===== config.mk =====
export PLATFORM = sky130hd
export DESIGN_NAME = decl_stage_fifo
export DESIGN_NICKNAME = d
export VERILOG_FILES = /design/src/rtl/decl_stage_pkg.sv /design/src/rtl/decl_stage_ram.sv /design/src/rtl/decl_stage_fifo.sv
export SDC_FILE = /design/constraint.sdc
export NUM_CORES = 1
export LEC_CHECK = 0
export CORE_ASPECT_RATIO = 0.5
export CORE_MARGIN = 4
export CORE_UTILIZATION = 40
export CTS_BUF_LIST = sky130_fd_sc_hd__clkbuf_4 sky130_fd_sc_hd__clkbuf_8
export CTS_CLUSTER_SIZE = 8
export DETAILED_ROUTE_END_ITERATION = 12
export GPL_TIMING_DRIVEN = 0
export PLACE_DENSITY = 0.72
export SLEW_MARGIN = 30
export SYNTH_ARGS = -nofsm -noshare
export SYNTH_HDL_FRONTEND = slang
export SYNTH_HIERARCHICAL = 1
export SYNTH_SLANG_ARGS = --single-unit

===== constraint.sdc =====
create_clock -name clk -period 5.4 [get_ports clk]
set_input_delay 1.08 -clock clk [delete_from_list [all_inputs] [get_ports clk]]
set_output_delay 1.08 -clock clk [all_outputs]
set_load 0.005 [all_outputs]

===== src/rtl/decl_stage_pkg.sv =====
// Shared definitions for the declaration-stage FIFO: width helpers and the
// occupancy classification derived from the entry count.
package decl_stage_pkg;

  localparam int DEF_WIDTH = 8;
  localparam int DEF_DEPTH = 4;

  typedef enum logic [1:0] {
    OCC_EMPTY   = 2'd0,
    OCC_PARTIAL = 2'd1,
    OCC_FULL    = 2'd2
  } occ_e;

  function automatic int ptr_w(input int depth);
    return (depth > 1) ? $clog2(depth) : 1;
  endfunction

  // One extra bit so the count can represent DEPTH itself.
  function automatic int cnt_w(input int depth);
    return $clog2(depth) + 1;
  endfunction

endpackage


===== src/rtl/decl_stage_ram.sv =====
// DEPTH x WIDTH register file: one synchronous write port, one asynchronous
// read port, no reset on the storage.
module decl_stage_ram
  import decl_stage_pkg::*;
#(
  parameter int WIDTH = DEF_WIDTH,
  parameter int DEPTH = DEF_DEPTH
) (
  input  logic                       clk,
  input  logic                       we,
  input  logic [ptr_w(DEPTH)-1:0]    waddr,
  input  logic [WIDTH-1:0]           wdata,
  input  logic [ptr_w(DEPTH)-1:0]    raddr,
  output logic [WIDTH-1:0]           rdata
);

  logic [WIDTH-1:0] r_mem [DEPTH];

  always_ff @(posedge clk) begin
    if (we) begin
      r_mem[waddr] <= wdata;
    end
  end

  assign rdata = r_mem[raddr];

endmodule


===== src/rtl/decl_stage_fifo.sv =====
// Valid/ready FIFO between a producer and the declaration-check consumer.
// Occupancy state is implied by the count; overflow is a sticky error flag.
module decl_stage_fifo
  import decl_stage_pkg::*;
#(
  parameter int WIDTH = DEF_WIDTH,
  parameter int DEPTH = DEF_DEPTH
) (
  input  logic                     clk,
  input  logic                     rst,
  input  logic                     in_valid,
  output logic                     in_ready,
  input  logic [WIDTH-1:0]         in_data,
  output logic                     out_valid,
  input  logic                     out_ready,
  output logic [WIDTH-1:0]         out_data,
  output logic [$clog2(DEPTH):0]   count,
  output logic                     overflow
);

  localparam int PTR_W = ptr_w(DEPTH);
  localparam int CNT_W = cnt_w(DEPTH);
  localparam logic [CNT_W-1:0] FULL_CNT = CNT_W'(DEPTH);

  typedef logic [WIDTH-1:0] word_t;

  logic [PTR_W-1:0] r_wr_ptr;
  logic [PTR_W-1:0] r_rd_ptr;
  logic [CNT_W-1:0] r_count;
  logic             r_ready_en;
  logic             r_overflow;
  occ_e             w_occ;
  logic             w_push;
  logic             w_pop;
  word_t            w_rdata;

  always_comb begin
    w_occ = OCC_PARTIAL;
    if (r_count == '0) begin
      w_occ = OCC_EMPTY;
    end else if (r_count == FULL_CNT) begin
      w_occ = OCC_FULL;
    end
  end

  // r_ready_en keeps in_ready low until the first edge after reset release.
  assign in_ready  = r_ready_en & (w_occ != OCC_FULL);
  assign out_valid = (w_occ != OCC_EMPTY);
  assign w_push    = in_valid & in_ready;
  assign w_pop     = out_valid & out_ready;
  assign out_data  = out_valid ? w_rdata : '0;
  assign count     = r_count;
  assign overflow  = r_overflow;

  always_ff @(posedge clk or posedge rst) begin
    if (rst) begin
      r_wr_ptr   <= '0;
      r_rd_ptr   <= '0;
      r_count    <= '0;
      r_ready_en <= 1'b0;
      r_overflow <= 1'b0;
    end else begin
      r_ready_en <= 1'b1;
      if (w_push) begin
        r_wr_ptr <= r_wr_ptr + PTR_W'(1);
      end
      if (w_pop) begin
        r_rd_ptr <= r_rd_ptr + PTR_W'(1);
      end
      if (w_push && !w_pop) begin
        r_count <= r_count + CNT_W'(1);
      end else if (!w_push && w_pop) begin
        r_count <= r_count - CNT_W'(1);
      end
      if (in_valid && (w_occ == OCC_FULL)) begin
        r_overflow <= 1'b1;
      end
    end
  end

  decl_stage_ram #(
    .WIDTH (WIDTH),
    .DEPTH (DEPTH)
  ) u_ram (
    .clk   (clk),
    .we    (w_push),
    .waddr (r_wr_ptr),
    .wdata (in_data),
    .raddr (r_rd_ptr),
    .rdata (w_rdata)
  );

endmodule


### Word level (Yosys, flattened, before mapping)

Memories as Yosys holds them, arrays and structs flattened.
Index checks and enable logic that the tools add are counted.

* bits in registers: 9
* memory bits (writable): 32
* input bits: 12
* output and inout port bits: 14
* word-level logic and storage cells: 31
* memories: 1

Memory list
* u_ram.r_mem: depth 4, bits a word 8, rd ports 1, clocked after Yosys merged registers in 0, write ports 1, line decl_stage_ram.sv:17 `logic [WIDTH-1:0] r_mem [DEPTH];`

* add/sub/neg operators: 4
* equality and inequality tests: 3
* mux-type cells: 7
* bitwise operators: 3
* reduce and logical (&&, ||, !) cells: 8

Operators with widths (count)
* 2-to-1 mux 8 bit: 1
* 2-to-1 mux 3 bit: 2
* adder 2 x 1 -> 2 bit (second input constant): 2
* 2-to-1 mux 2 bit: 2
* nonzero test 2 bit: 2
* adder 3 x 1 -> 3 bit (second input constant): 1
* bitwise AND 1 bit: 3
* == test 3 bit (second input constant): 1
* logical AND 1 bit: 3
* logical NOT 3 bit: 1
* subtractor 3 x 1 -> 3 bit (second input constant): 1
* == test 2 bit (second input constant): 1
* logical NOT 1 bit: 2
* 2-to-1 mux 1 bit: 2
* inequality test 2 bit (second input constant): 1

### Depth between registers and ports, before layout

* depth after elaboration: 10
* depth in mapped cells: 8
* depth with buffers taken out: 8

### Hierarchy

The synthesis kept the hierarchy.

Modules (own cells, without submodules)
* decl_stage_ram: instances 1, cells an instance 46, area each 1188.6 um^2, seq. area each 960.9 um^2
* decl_stage_fifo: instances 1, cells an instance 41, area each 479.2 um^2, seq. area each 225.2 um^2

### Worst setup path after synthesis

No wires, ideal clock.

* kind: input to register
* start: input in_valid
* end: memory u_ram/r_mem[0][0] in the netlist's numbering (enable)
* setup time: 385 ps
* data arrival time: 2074 ps
* required time: 5015 ps
* path slack: 2940 ps
* stages: 3
* buffers on the path: 0
* cells stage by stage: nand2_1 > nor2_1 > nor3b_1

* longest elaborated chain between the ends: 3

Ends and longest elaborated chain
* from (decl): line decl_stage_fifo.sv:11 `input logic in_valid,`
* bitwise AND 1 bit: line decl_stage_fifo.sv:49 `assign w_push = in_valid & in_ready;`
* net w_push: line decl_stage_fifo.sv:33 `logic w_push;`
* 2-to-1 mux 1 bit: line decl_stage_ram.sv:20 `if (we) begin`
* 2-to-1 mux 1 bit (implied by the code): line decl_stage_ram.sv:21 `r_mem[waddr] <= wdata;`
* to (decl): line decl_stage_ram.sv:17

The timed path passes the listed nets, and every way through them passes these cells.

### Worst setup path in the final report

* start: register r_rd_ptr[0]
* end: output out_data[1]

* longest elaborated chain between the ends: 2

Ends and longest elaborated chain
* from (decl): line decl_stage_fifo.sv:28 `logic [PTR_W-1:0] r_rd_ptr;`
* from (signal assigned): line decl_stage_fifo.sv:68 `r_rd_ptr <= r_rd_ptr + PTR_W'(1);`
* memory read (4 x 8 bit)
* net w_rdata[1]: line decl_stage_fifo.sv:35 `word_t w_rdata;`
* 2-to-1 mux 8 bit: line decl_stage_fifo.sv:51 `assign out_data = out_valid ? w_rdata : '0;`
* to (decl): line decl_stage_fifo.sv:16 `output logic [WIDTH-1:0] out_data,`

The timed path passes the listed nets, and every way through them passes these cells.

==> impl_metrics.ini <==
[synth]
synth-simple-area-share_pct = 9.00
yosysTopAreaCell = edfxtp_1
synth_xor_area_share_pct = 3.68
synthTopCellsByArea = edfxtp_1 (58%), dfrtp_1 (14%), mux4_2 (11%)
synthMuxAreaShare_pct = 11.5
ys_ff_latch = 41
synth-compound-area-share_pct = 0.450
yosysUniqueCellTypes = 22
synth_top_family_by_area = multiplexers
synth_top_area_share_pct = 57.6
synth_adder_area_share_pct = 1.95
syn_inst = 87
yosys_warnings = 6
synth_area_per_cell_um2 = 19.2
syn_nets = 101
yosysSeqAreaShare_pct = 71.1
syn-cell-area_um2 = 1670

[die]
initial_core_util_pct = 42.1
ios = 26
num_rows = 16
coreArea_um2 = 3960
die-width_um = 99.3
die_height_um = 53.7
die_area_um2 = 5330

[worst_setup_path]
worstSetupStartpointType = register
critPathMaxFanout = 8
crit_path_end_kind = output pin
path_cells = buf_6 -> mux4_2 -> and2_2 -> clkdlybuf4s50_1
cp_num_buf_inv = 2
arrival_ns = 2.01
worst-setup-path-type = reg -> out
critPathMaxStageDelay_ns = 0.50
cpLargestDelayFamily = buffers and inverters
worstPathRequired_ns = 4.32
slowest_stage = mux4_2

[routing]
viasPerCell = 4.74
drc = 0
wirelength_mm = 2.67
via_count = 825
ant_nets = 0
first_pass_iters = 4
wl_per_cell_um = 15.3
first_iter_violations = 29

[placement]
place.gp.congestion = 0.688
io_buffers = 25
post_dp_cell_area_um2 = 1990
dp_hpwl_mm = 1.82

[final_layout]
fill_cells = 337
final_nets = 133
fin_area_um2 = 2070
post-route-util_pct = 52.3
area_growth_pct = 24.2
antenna-diode-count = 0
drive_above_1_share_pct = 24.2

[power_and_ir_drop]
total_power_mw = 1.02
peakVddDrop_mv = 0.239
power_density_nw_per_um2 = 493
p_leak_nw = 0.732

[clock_network]
cts_resized = 0
clock-sinks = 41
postCtsSetupBuffers = 0
cts_buffer_depth = 2
root_buffer = clkbuf_8
clk_pin_slew_ns = 0.07
htreeDepth = 2
cts_tree = yes
clock_latency_ns = 0.28
numCtsBuffers = 5
cts_hold_buf = 0

[global_route]
grt_pass1_wl_mm = 4.31
grt_max_degree = 13
antenna_found_initial = 0
grt_pass1_vias = 881
grt_usage_pct = 11.3
grt_overflow_total = 0

[sta]
slew_viol_final = 0
clock.fmax_mhz = 324
period_minus_slack_ns = 3.09
tightest_slew_ns = 0.712
finalCritPeriodShare_pct = 57.1
rsz0062_at_grt = false
setup-violations-final = 0
hold_viol = 0
fin_skew_ns = 0.00368
slew_headroom_pct = 52.3
tns_ns = 0

[job]
maxCapViolCount = 0

[outcome]
status = finished, final reports clean

[min_path]
hold_path_class = reg -> reg
-- Yosys cell counts --
master / n
and2_2: 8
ha_1: 1
nand3_2: 1
xor2_1: 4
mux4_2: 8
edfxtp_1: 32
a21o_1: 1
inv_1: 2
fa_1: 1
nor3b_1: 3
and2b_1: 1
and3_1: 1
nor2_1: 2
buf_6: 2
clkbuf_2: 1
dfrtp_1: 9
and3b_1: 2
or3_4: 1
conb_1: 1
nand2_1: 2
mux2_2: 1
xnor2_1: 3
-- metrics by stage --
stage / instances / setup slack (ns) / hold slack [ns]
final: 174 / 2.31 / 0.464
after global routing: 174 / 2.19 / 0.488
after CTS: 174 / 2.27 / 0.471
after detailed placement: 166 / 2.25 / 0.446
after global placement: 166 / 1.97 / 0.448
after floorplan: 87 / 2.94 / 0.444
-- area by class of cell --
class,instances,area (um2),share of cell area (%)
Buffer,3,27.5,1.33
Clock buffer,5,68.8,3.32
Clock inverter,3,12.5,0.604
Inverter,2,7.51,0.362
Multi-Input combinational cell,41,452,21.8
Sequential cell,41,1190,57.2
Tap cell,54,67.6,3.26
Timing Repair Buffer,25,250,12.1
-- routing by layer --
metal,share of wire (%),global-route usage [%]
met1,45,13.0
met2,50,19.7
met3,4.0,3.75
met4,1.5,5.44
met5,0,0
-- report_power, final --
| group | switching, mW | internal, mW | total, mW |
|---|---|---|---|
| clock | 0.0944 | 0.0869 | 0.181 |
| sequential | 0.0432 | 0.401 | 0.444 |
| combinational | 0.138 | 0.258 | 0.395 |
| total | 0.275 | 0.746 | 1.02 |
-- cell families after synthesis --
kind of cell,after synthesis
adders and majority gates,2
and+or+nand+nor,21
buffers and inverters,5
AOI/OAI and AO/OA,1
other,1
xor gates and xnor gates,7
DFF,41
muxes,9
-- final timing paths --
check	start	to	slack [ns]	cells past startpoint
max	r_rd_ptr[0]$_DFFE_PP0P_	out_data[1]	2.31	4
min	overflow$_DFFE_PP0P_	overflow$_DFFE_PP0P_	0.46	1
max reg2reg	count[1]$_DFFE_PP0P_	count[1]$_DFFE_PP0P_	3.20	6
min reg2reg	overflow$_DFFE_PP0P_	overflow$_DFFE_PP0P_	0.46	1
max in group asynchronous	rst	r_rd_ptr[1]$_DFFE_PP0P_	4.10	2
min in group asynchronous	rst	overflow$_DFFE_PP0P_	1.05	2
-- cells in the final DEF, fill, tap and decap left out, types with 3 or more instances in the layout --
master | Yosys | final
dfrtp_1 | 9 | 9
edfxtp_1 | 32 | 32
and2_2 | 8 | 8
clkbuf_8 | 0 | 5
xnor2_1 | 3 | 3
clkdlybuf4s50_1 | 0 | 25
xor2_1 | 4 | 4
mux4_2 | 8 | 8
-- state kept, by name (all words and copies together), names as in the netlist --
register	cells
overflow	1
u_ram/r_mem	32
r_ready_en	1
count	3
r_wr_ptr	2
r_rd_ptr	2
Power figures use the tool's default switching activity.
